==> src/rtl/ecc_operand_loader_pkg.sv <==
// Shared ECC definitions: operand select codes, operand word count and loader FSM encoding.
package ecc_operand_loader_pkg;

  localparam int unsigned WORDS = 8;

  localparam logic [1:0] SEL_K  = 2'd0;
  localparam logic [1:0] SEL_GX = 2'd1;
  localparam logic [1:0] SEL_GY = 2'd2;

  typedef enum logic [1:0] {
    StEmpty,
    StPartial,
    StFull,
    StLocked
  } state_e;

endpackage

==> src/rtl/ecc_operand_loader_if.sv <==
// Byte-write bus from the register block into the operand loader.
interface ecc_operand_loader_if;

  logic       I_wr_valid;
  logic [1:0] I_wr_sel;
  logic [4:0] I_wr_bytecnt;
  logic [7:0] I_wr_byte;

  modport master (output I_wr_valid, output I_wr_sel, output I_wr_bytecnt, output I_wr_byte);
  modport slave  (input I_wr_valid, input I_wr_sel, input I_wr_bytecnt, input I_wr_byte);

endinterface

==> src/rtl/ecc_operand_bank.sv <==
// One operand: byte-addressed word store, per-byte loaded mask, registered word read port.
// Optional combinational byte readback under ECC_LOADER_READBACK_EN.
module ecc_operand_bank import ecc_operand_loader_pkg::*; #(
  parameter int unsigned pWORDS = WORDS,
  localparam int unsigned AW = $clog2(pWORDS),
  localparam int unsigned NB = pWORDS * 4
) (
  input  logic          clk,
  input  logic          rst,
  input  logic          we,
  input  logic          clr,
  input  logic [AW+1:0] bytecnt,
  input  logic [7:0]    wdata,
  input  logic [AW-1:0] rd_addr,
  input  logic          rd_msb,
  output logic [31:0]   rd_word,
  output logic          loaded
`ifdef ECC_LOADER_READBACK_EN
  ,
  input  logic [AW+1:0] rb_bytecnt,
  output logic [7:0]    rb_byte
`endif
);

  logic [31:0]   mem_q [pWORDS];
  logic [NB-1:0] mask_q, mask_d;
  logic [AW-1:0] phys;

  // Mask next state: clear wins; a rewrite leaves the bit already set.
  always_comb begin
    mask_d = mask_q;
    if (clr) begin
      mask_d = '0;
    end else if (we) begin
      mask_d[bytecnt] = 1'b1;
    end
  end

  // Word order reversal for MSB-first consumers.
  always_comb begin
    phys = rd_msb ? (AW'(pWORDS - 1) - rd_addr) : rd_addr;
  end

  // Storage, mask, loaded flag and read register.
  always_ff @(posedge clk) begin
    if (rst) begin
      for (int i = 0; i < int'(pWORDS); i++) begin
        mem_q[i] <= '0;
      end
      mask_q  <= '0;
      loaded  <= 1'b0;
      rd_word <= '0;
    end else begin
      if (we) begin
        mem_q[bytecnt[AW+1:2]][{bytecnt[1:0], 3'b000} +: 8] <= wdata;
      end
      mask_q  <= mask_d;
      loaded  <= &mask_d;
      rd_word <= mem_q[phys];
    end
  end

`ifdef ECC_LOADER_READBACK_EN
  // Raw byte view for the readback port; registered in the top.
  always_comb begin
    rb_byte = mem_q[rb_bytecnt[AW+1:2]][{rb_bytecnt[1:0], 3'b000} +: 8];
  end
`endif

endmodule

==> src/rtl/ecc_operand_loader.sv <==
// Loads the k, gx and gy operands for the point multiplier byte by byte and serves them as
// 32-bit words. Optional byte readback port enabled by defining ECC_LOADER_READBACK_EN.
module ecc_operand_loader import ecc_operand_loader_pkg::*; #(
  parameter int unsigned pWORDS = WORDS,
  parameter int unsigned pSEL_RESERVED = 3,
  localparam int unsigned AW = $clog2(pWORDS)
) (
  input  logic                 crypto_clk,
  input  logic                 reset_i,
  ecc_operand_loader_if.slave  wr,
  input  logic                 I_clear,
  input  logic                 I_lock,
  input  logic                 I_bram_rd_msb,
  input  logic [AW-1:0]        k_addr,
  input  logic [AW-1:0]        gx_addr,
  input  logic [AW-1:0]        gy_addr,
  output logic [31:0]          O_k_word,
  output logic [31:0]          O_gx_word,
  output logic [31:0]          O_gy_word,
  output logic [2:0]           O_loaded,
  output logic                 O_ready,
  output logic                 O_wr_drop
`ifdef ECC_LOADER_READBACK_EN
  ,
  input  logic [1:0]           I_rd_sel,
  input  logic [AW+1:0]        I_rd_bytecnt,
  output logic [7:0]           O_rd_byte
`endif
);

  state_e state_q, state_d;
  logic   accept, clr_masks, drop_q;
  logic   we_k, we_gx, we_gy;
`ifdef ECC_LOADER_READBACK_EN
  logic [7:0] rb_k, rb_gx, rb_gy;
`endif

  // Write acceptance and per-bank strobes; a clear in LOCKED leaves the masks alone.
  always_comb begin
    accept    = wr.I_wr_valid & ~I_lock & ~I_clear & (wr.I_wr_sel != 2'(pSEL_RESERVED));
    we_k      = accept & (wr.I_wr_sel == SEL_K);
    we_gx     = accept & (wr.I_wr_sel == SEL_GX);
    we_gy     = accept & (wr.I_wr_sel == SEL_GY);
    clr_masks = I_clear & (state_q != StLocked);
  end

  ecc_operand_bank #(.pWORDS(pWORDS)) u_bank_k (
    .clk        (crypto_clk),
    .rst        (reset_i),
    .we         (we_k),
    .clr        (clr_masks),
    .bytecnt    (wr.I_wr_bytecnt[AW+1:0]),
    .wdata      (wr.I_wr_byte),
    .rd_addr    (k_addr),
    .rd_msb     (I_bram_rd_msb),
    .rd_word    (O_k_word),
    .loaded     (O_loaded[0])
`ifdef ECC_LOADER_READBACK_EN
    ,
    .rb_bytecnt (I_rd_bytecnt),
    .rb_byte    (rb_k)
`endif
  );

  ecc_operand_bank #(.pWORDS(pWORDS)) u_bank_gx (
    .clk        (crypto_clk),
    .rst        (reset_i),
    .we         (we_gx),
    .clr        (clr_masks),
    .bytecnt    (wr.I_wr_bytecnt[AW+1:0]),
    .wdata      (wr.I_wr_byte),
    .rd_addr    (gx_addr),
    .rd_msb     (I_bram_rd_msb),
    .rd_word    (O_gx_word),
    .loaded     (O_loaded[1])
`ifdef ECC_LOADER_READBACK_EN
    ,
    .rb_bytecnt (I_rd_bytecnt),
    .rb_byte    (rb_gx)
`endif
  );

  ecc_operand_bank #(.pWORDS(pWORDS)) u_bank_gy (
    .clk        (crypto_clk),
    .rst        (reset_i),
    .we         (we_gy),
    .clr        (clr_masks),
    .bytecnt    (wr.I_wr_bytecnt[AW+1:0]),
    .wdata      (wr.I_wr_byte),
    .rd_addr    (gy_addr),
    .rd_msb     (I_bram_rd_msb),
    .rd_word    (O_gy_word),
    .loaded     (O_loaded[2])
`ifdef ECC_LOADER_READBACK_EN
    ,
    .rb_bytecnt (I_rd_bytecnt),
    .rb_byte    (rb_gy)
`endif
  );

  // Loader FSM next state; LOCKED ignores clear until the multiplier releases the lock.
  always_comb begin
    state_d = state_q;
    unique case (state_q)
      StEmpty: begin
        if (accept) state_d = StPartial;
      end
      StPartial: begin
        if (I_clear)        state_d = StEmpty;
        else if (&O_loaded) state_d = StFull;
      end
      StFull: begin
        if (I_clear)     state_d = StEmpty;
        else if (I_lock) state_d = StLocked;
      end
      StLocked: begin
        if (!I_lock) state_d = StFull;
      end
      default: state_d = StEmpty;
    endcase
  end

  // State register and drop pulse.
  always_ff @(posedge crypto_clk) begin
    if (reset_i) begin
      state_q <= StEmpty;
      drop_q  <= 1'b0;
    end else begin
      state_q <= state_d;
      drop_q  <= wr.I_wr_valid & ~accept;
    end
  end

  assign O_ready   = (state_q == StFull);
  assign O_wr_drop = drop_q;

`ifdef ECC_LOADER_READBACK_EN
  // Registered byte readback; the reserved select reads zero.
  always_ff @(posedge crypto_clk) begin
    if (reset_i) begin
      O_rd_byte <= '0;
    end else begin
      case (I_rd_sel)
        SEL_K:   O_rd_byte <= rb_k;
        SEL_GX:  O_rd_byte <= rb_gx;
        SEL_GY:  O_rd_byte <= rb_gy;
        default: O_rd_byte <= '0;
      endcase
    end
  end
`endif

endmodule

==> src/flat_wrapper.sv <==
// flat-port wrapper written by rule: the top's interface ports become plain ports
module ecc_operand_loader_flat import ecc_operand_loader_pkg::*;
#(
  parameter int unsigned pWORDS = WORDS,
  parameter int unsigned pSEL_RESERVED = 3,
  localparam int unsigned AW = $clog2(pWORDS)
)
  (crypto_clk, reset_i, I_clear, I_lock, I_bram_rd_msb, k_addr, gx_addr, gy_addr, O_k_word, O_gx_word, O_gy_word, O_loaded, O_ready, O_wr_drop, wr_I_wr_valid, wr_I_wr_sel, wr_I_wr_bytecnt, wr_I_wr_byte);
  ecc_operand_loader_if wr_i ();
  input  logic crypto_clk;
  input  logic reset_i;
  input  logic I_clear;
  input  logic I_lock;
  input  logic I_bram_rd_msb;
  input  logic [AW-1:0] k_addr;
  input  logic [AW-1:0] gx_addr;
  input  logic [AW-1:0] gy_addr;
  output logic [31:0] O_k_word;
  output logic [31:0] O_gx_word;
  output logic [31:0] O_gy_word;
  output logic [2:0] O_loaded;
  output logic O_ready;
  output logic O_wr_drop;
  input wire logic [$bits(wr_i.I_wr_valid)-1:0] wr_I_wr_valid;
  input wire logic [$bits(wr_i.I_wr_sel)-1:0] wr_I_wr_sel;
  input wire logic [$bits(wr_i.I_wr_bytecnt)-1:0] wr_I_wr_bytecnt;
  input wire logic [$bits(wr_i.I_wr_byte)-1:0] wr_I_wr_byte;
  assign wr_i.I_wr_valid = wr_I_wr_valid;
  assign wr_i.I_wr_sel = wr_I_wr_sel;
  assign wr_i.I_wr_bytecnt = wr_I_wr_bytecnt;
  assign wr_i.I_wr_byte = wr_I_wr_byte;
  ecc_operand_loader #(.pWORDS(pWORDS), .pSEL_RESERVED(pSEL_RESERVED)) u_core (.crypto_clk(crypto_clk), .reset_i(reset_i), .wr(wr_i), .I_clear(I_clear), .I_lock(I_lock), .I_bram_rd_msb(I_bram_rd_msb), .k_addr(k_addr), .gx_addr(gx_addr), .gy_addr(gy_addr), .O_k_word(O_k_word), .O_gx_word(O_gx_word), .O_gy_word(O_gy_word), .O_loaded(O_loaded), .O_ready(O_ready), .O_wr_drop(O_wr_drop));
endmodule
==> config.mk <==
export PLATFORM = sky130hd
export DESIGN_NAME = ecc_operand_loader_flat
export DESIGN_NICKNAME = d
export VERILOG_FILES = /design/src/rtl/ecc_operand_loader_pkg.sv /design/src/rtl/ecc_operand_loader_if.sv /design/src/rtl/ecc_operand_bank.sv /design/src/rtl/ecc_operand_loader.sv /design/src/flat_wrapper.sv
export SDC_FILE = /design/constraint.sdc
export NUM_CORES = 2
export LEC_CHECK = 0
export BUFFER_PORTS_ARGS = -buffer_cell sky130_fd_sc_hd__buf_2
export CORE_ASPECT_RATIO = 1.2
export CORE_MARGIN = 4
export CORE_UTILIZATION = 40
export CTS_BUF_LIST = sky130_fd_sc_hd__clkbuf_2
export CTS_CLUSTER_SIZE = 24
export DETAILED_ROUTE_END_ITERATION = 12
export MAX_ROUTING_LAYER = met4
export SETUP_SLACK_MARGIN = 0.15
export SLEW_MARGIN = 20
export SYNTH_ARGS = -nofsm -noshare
export SYNTH_HDL_FRONTEND = slang
export SYNTH_HIERARCHICAL = 1
export SYNTH_SLANG_ARGS = --single-unit
==> constraint.sdc <==
create_clock -name crypto_clk -period 6.08 [get_ports crypto_clk]
set_clock_uncertainty 0.15 [all_clocks]
set_input_delay 0.304 -clock crypto_clk [delete_from_list [all_inputs] [get_ports crypto_clk]]
set_output_delay 0.304 -clock crypto_clk [all_outputs]
set_load 0.02 [all_outputs]
==> run metrics <==
fin cells=4902; Avg WL per Cell=21.7 microns; die area=0.106 sq mm; top_reg_cell synth=edfxtp_1; RePlAce Congestion=0.780; met2 usage=34.6%; Critical Path Max Stage Delay=1.04 ns; RSZ-0062 raised after global routing=no; DIE HEIGHT=356 microns; Post-CTS Resized=0; Final Hold Vio Count=0; Leakage Power=15.6 nW; share of flip-flops with an asynchronous set or reset=0%; Synth Instances=3053; layout cells sized above 1=21.1%; Pwr Total=13.5 mW; syn nets=3106; Top cell by count, worst path=dlygate4sd3_1; Residual DRC=0; worst path bufs/invs=6; CTS tree=built; Via density=5.32; initial antenna violation count=3; post-synthesis mux area share=11.2%; Synth Area in Simple Gates=15.1%; required time worst endpoint=7.36 ns; Yosys cell types=56; number of core rows=127; grt ovf=0; power density over cell area=295 mW/mm^2; max-cap viol count=0; global-route wire length before repair=161000 microns; Layout area overhead=13.2%; routed vias=26.1k; Final Critical Period=4.22 ns; largest net degree at the start of global routing=65; clk buf depth=3; clk_lat worst skew=1.53 ns; Worst Tran Pin Value=1.27 ns; CTS Buf Count=230; Final ANT Viol Nets=0; GRT Max-Usage Layer=met2; CP Data Arrival Time=5.50 ns; final layout net count=3460; Worst Hold Class=primary input to flop; Slew Limit Fails=0; crit path kind=primary input to flop; post-synthesis compound-gate area fraction=3.57%; status=complete, no violations; Die W=298 microns; Crit. End Element=flop; EDFF count, synth=768; Slew Limit Headroom=14.5%; period utilisation layout=69.3%; CP startpoint kind=primary input; crit path max fanout=19; post-synthesis adder-cell area fraction=0.712%; number of port buffers=130; fmax=237 MHz; Root Buffer=clkbuf_2; # IOs=131; vias in the first global route=27.0k; Top delay family on crit path=buffers and inverters; Core Area=0.100 sq mm; largest family of logic cells by synthesized area=simple AND/OR/NAND/NOR gates; setup tns final=0 ns; Synth Area per Inst=13.2 sq um; IR drop worst, VDD=0.176 mV; Finished Core Util=45.7%; Tot GR Track Use=20.6%; Setup-failing EPs final=0; dpl hpwl=64100 microns; fill count=9264; Slowest-stage cell, CP=dlygate4sd3_1; sequential fraction of the synthesis area=66.9%; DR pass1 iterations=5; Inst Count DP=4353; Mapped Area=0.0404 sq mm; total wire length=106000 microns; crit-path cells=dlygate4sd3_1, buf_2, dlygate4sd3_1, nor2_1, nand2_1, nor3b_2, dlygate4sd3_1, buf_4, dlygate4sd3_1, nor2b_1, a31oi_1, a2111oi_0, nand4_1, nor4_2; warnings from Yosys=6; htree depth=4; M3 GR Usage=4.13%; Worst-path clk slew=0.11 ns; xor/xnor cell area share of the yosys netlist=0.455%; starting density of the core=40.3%; CTS sink count=966; met1 Use GR=25.2%; detailed router's first-iteration violation count=1983; Seq cells post-synth=966
state kept, by name, indices dropped and copies added, names as in the netlist, 32 cells and up:
signal / cells
u_core/u_bank_k/mask_q: 32
u_core/u_bank_gx/rd_word: 32
u_core/u_bank_gx/mask_q: 32
u_core/u_bank_gy/mem_q: 256
u_core/u_bank_gy/mask_q: 32
u_core/u_bank_gx/mem_q: 256
u_core/u_bank_k/rd_word: 32
u_core/u_bank_gy/rd_word: 32
u_core/u_bank_k/mem_q: 256
cells in the final DEF (no fill, tap or decap), drive strengths merged, types with 23 or more instances in the layout:
cell,synthesis,layout
a21oi,161,161
clkinv,0,51
edfxtp,768,768
a31oi,41,41
clkbuf,73,369
nor2,878,878
nand2b,75,75
dfxtp,198,198
buf,73,166
ha,23,23
mux4,192,192
nand2,389,389
dlygate4sd3,0,102
synth_stat cells (4+ instances only):
cell type,count,area [sq um]
a21oi_1,136,681
clkbuf_1,70,263
buf_4,13,97.6
nand3_1,11,55.1
a21oi_2,25,219
nor3_1,9,45.0
mux4_2,147,3310
or2_2,4,25.0
buf_2,38,190
inv_1,9,33.8
nand4_1,4,25.0
nand2_1,389,1460
nor2b_1,14,87.6
and2_1,20,125
edfxtp_1,768,23100
dfxtp_1,198,3960
ha_1,23,288
a21o_1,21,158
buf_6,21,236
nand2b_1,75,469
and3b_1,7,61.3
mux4_1,45,1180
nor2_1,878,3300
nor4_1,18,113
nor3b_2,6,75.1
and3_1,10,62.6
a31oi_1,41,257
report_power, final:
| part | leakage (nW) | total (mW) | switching, mW | internal (mW) |
|---|---|---|---|---|
| Clock | 1.76 | 4.52 | 2.63 | 1.89 |
| Combinational | 4.90 | 1.40 | 0.844 | 0.555 |
| Sequential | 8.91 | 7.54 | 0.104 | 7.44 |
worst paths after layout:
kind	start	to	slack, ns	cells past startpoint
worst max-delay path	I_lock	u_core/u_bank_gx/loaded	1.86	14
worst min-delay path	wr_I_wr_bytecnt[1]	u_core/u_bank_gy/mask_q[31]	0.23	5
worst max register to register	u_core/state_q[1]	u_core/u_bank_gx/mask_q[25]	3.23	4
worst min register to register	u_core/u_bank_k/mask_q[22]	u_core/u_bank_k/mask_q[22]	0.31	2
cell families (layout without fill, tap and decap cells):
| logic type | after synthesis | in the layout |
|---|---|---|
| AND/OR/NAND/NOR | 1463 | 1463 |
| flip-flops | 966 | 966 |
| AO/OA/AOI/OAI | 240 | 240 |
| multiplexers | 194 | 194 |
| buffers and inverters | 155 | 713 |
| adder cells (fa/ha/maj) | 23 | 23 |
| XOR/XNOR | 12 | 12 |
| other | 0 | 1 |
final cells by class:
type / count / area (sq um) / share of cell area [%]
clock inverter: 67 / 469 / 1.03
multi-input combinational: 1932 / 12600 / 27.6
timing repair buffer: 268 / 2110 / 4.61
tap: 1290 / 1610 / 3.53
inverter: 9 / 33.8 / 0.0739
sequential: 966 / 27000 / 59.1
antenna: 1 / 2.50 / 0.00547
clock buffer: 369 / 1850 / 4.04
routing by layer:
metal | vias to the layer above | part of all wire, %
met4 | 0 | 2.2
met2 | 895 | 51
met3 | 166 | 6.0
met5 | - | 0
met1 | 13100 | 41
li1 | 11900 | -
worst reg2reg max path, cell delays in order, from the launching register on:
cell and delay, ns:
dfxtp_1 0.38, a21oi_1 0.81, or2_2 0.69, nor2_1 0.13
dlygate4sd3_1 0.59
per-stage QoR:
step	instance area, sq um	setup WS [ns]	hold WS [ns]
finish	45700	1.86	0.235
floorplan	40400	3.79	0.223
global placement	42200	2.17	0.281
CTS	45700	2.21	0.0168
detailed placement	42200	2.19	0.290
global route	45700	1.81	0.0854
repair_timing:
item / in CTS / in global routing
endpoints found under the setup margin: 0 / 0
buffers inserted: 0 / 0
hold endpoints to repair: 1729 / 0
hold buffers: 112 / 0
(Power assumes the default switching activity.)
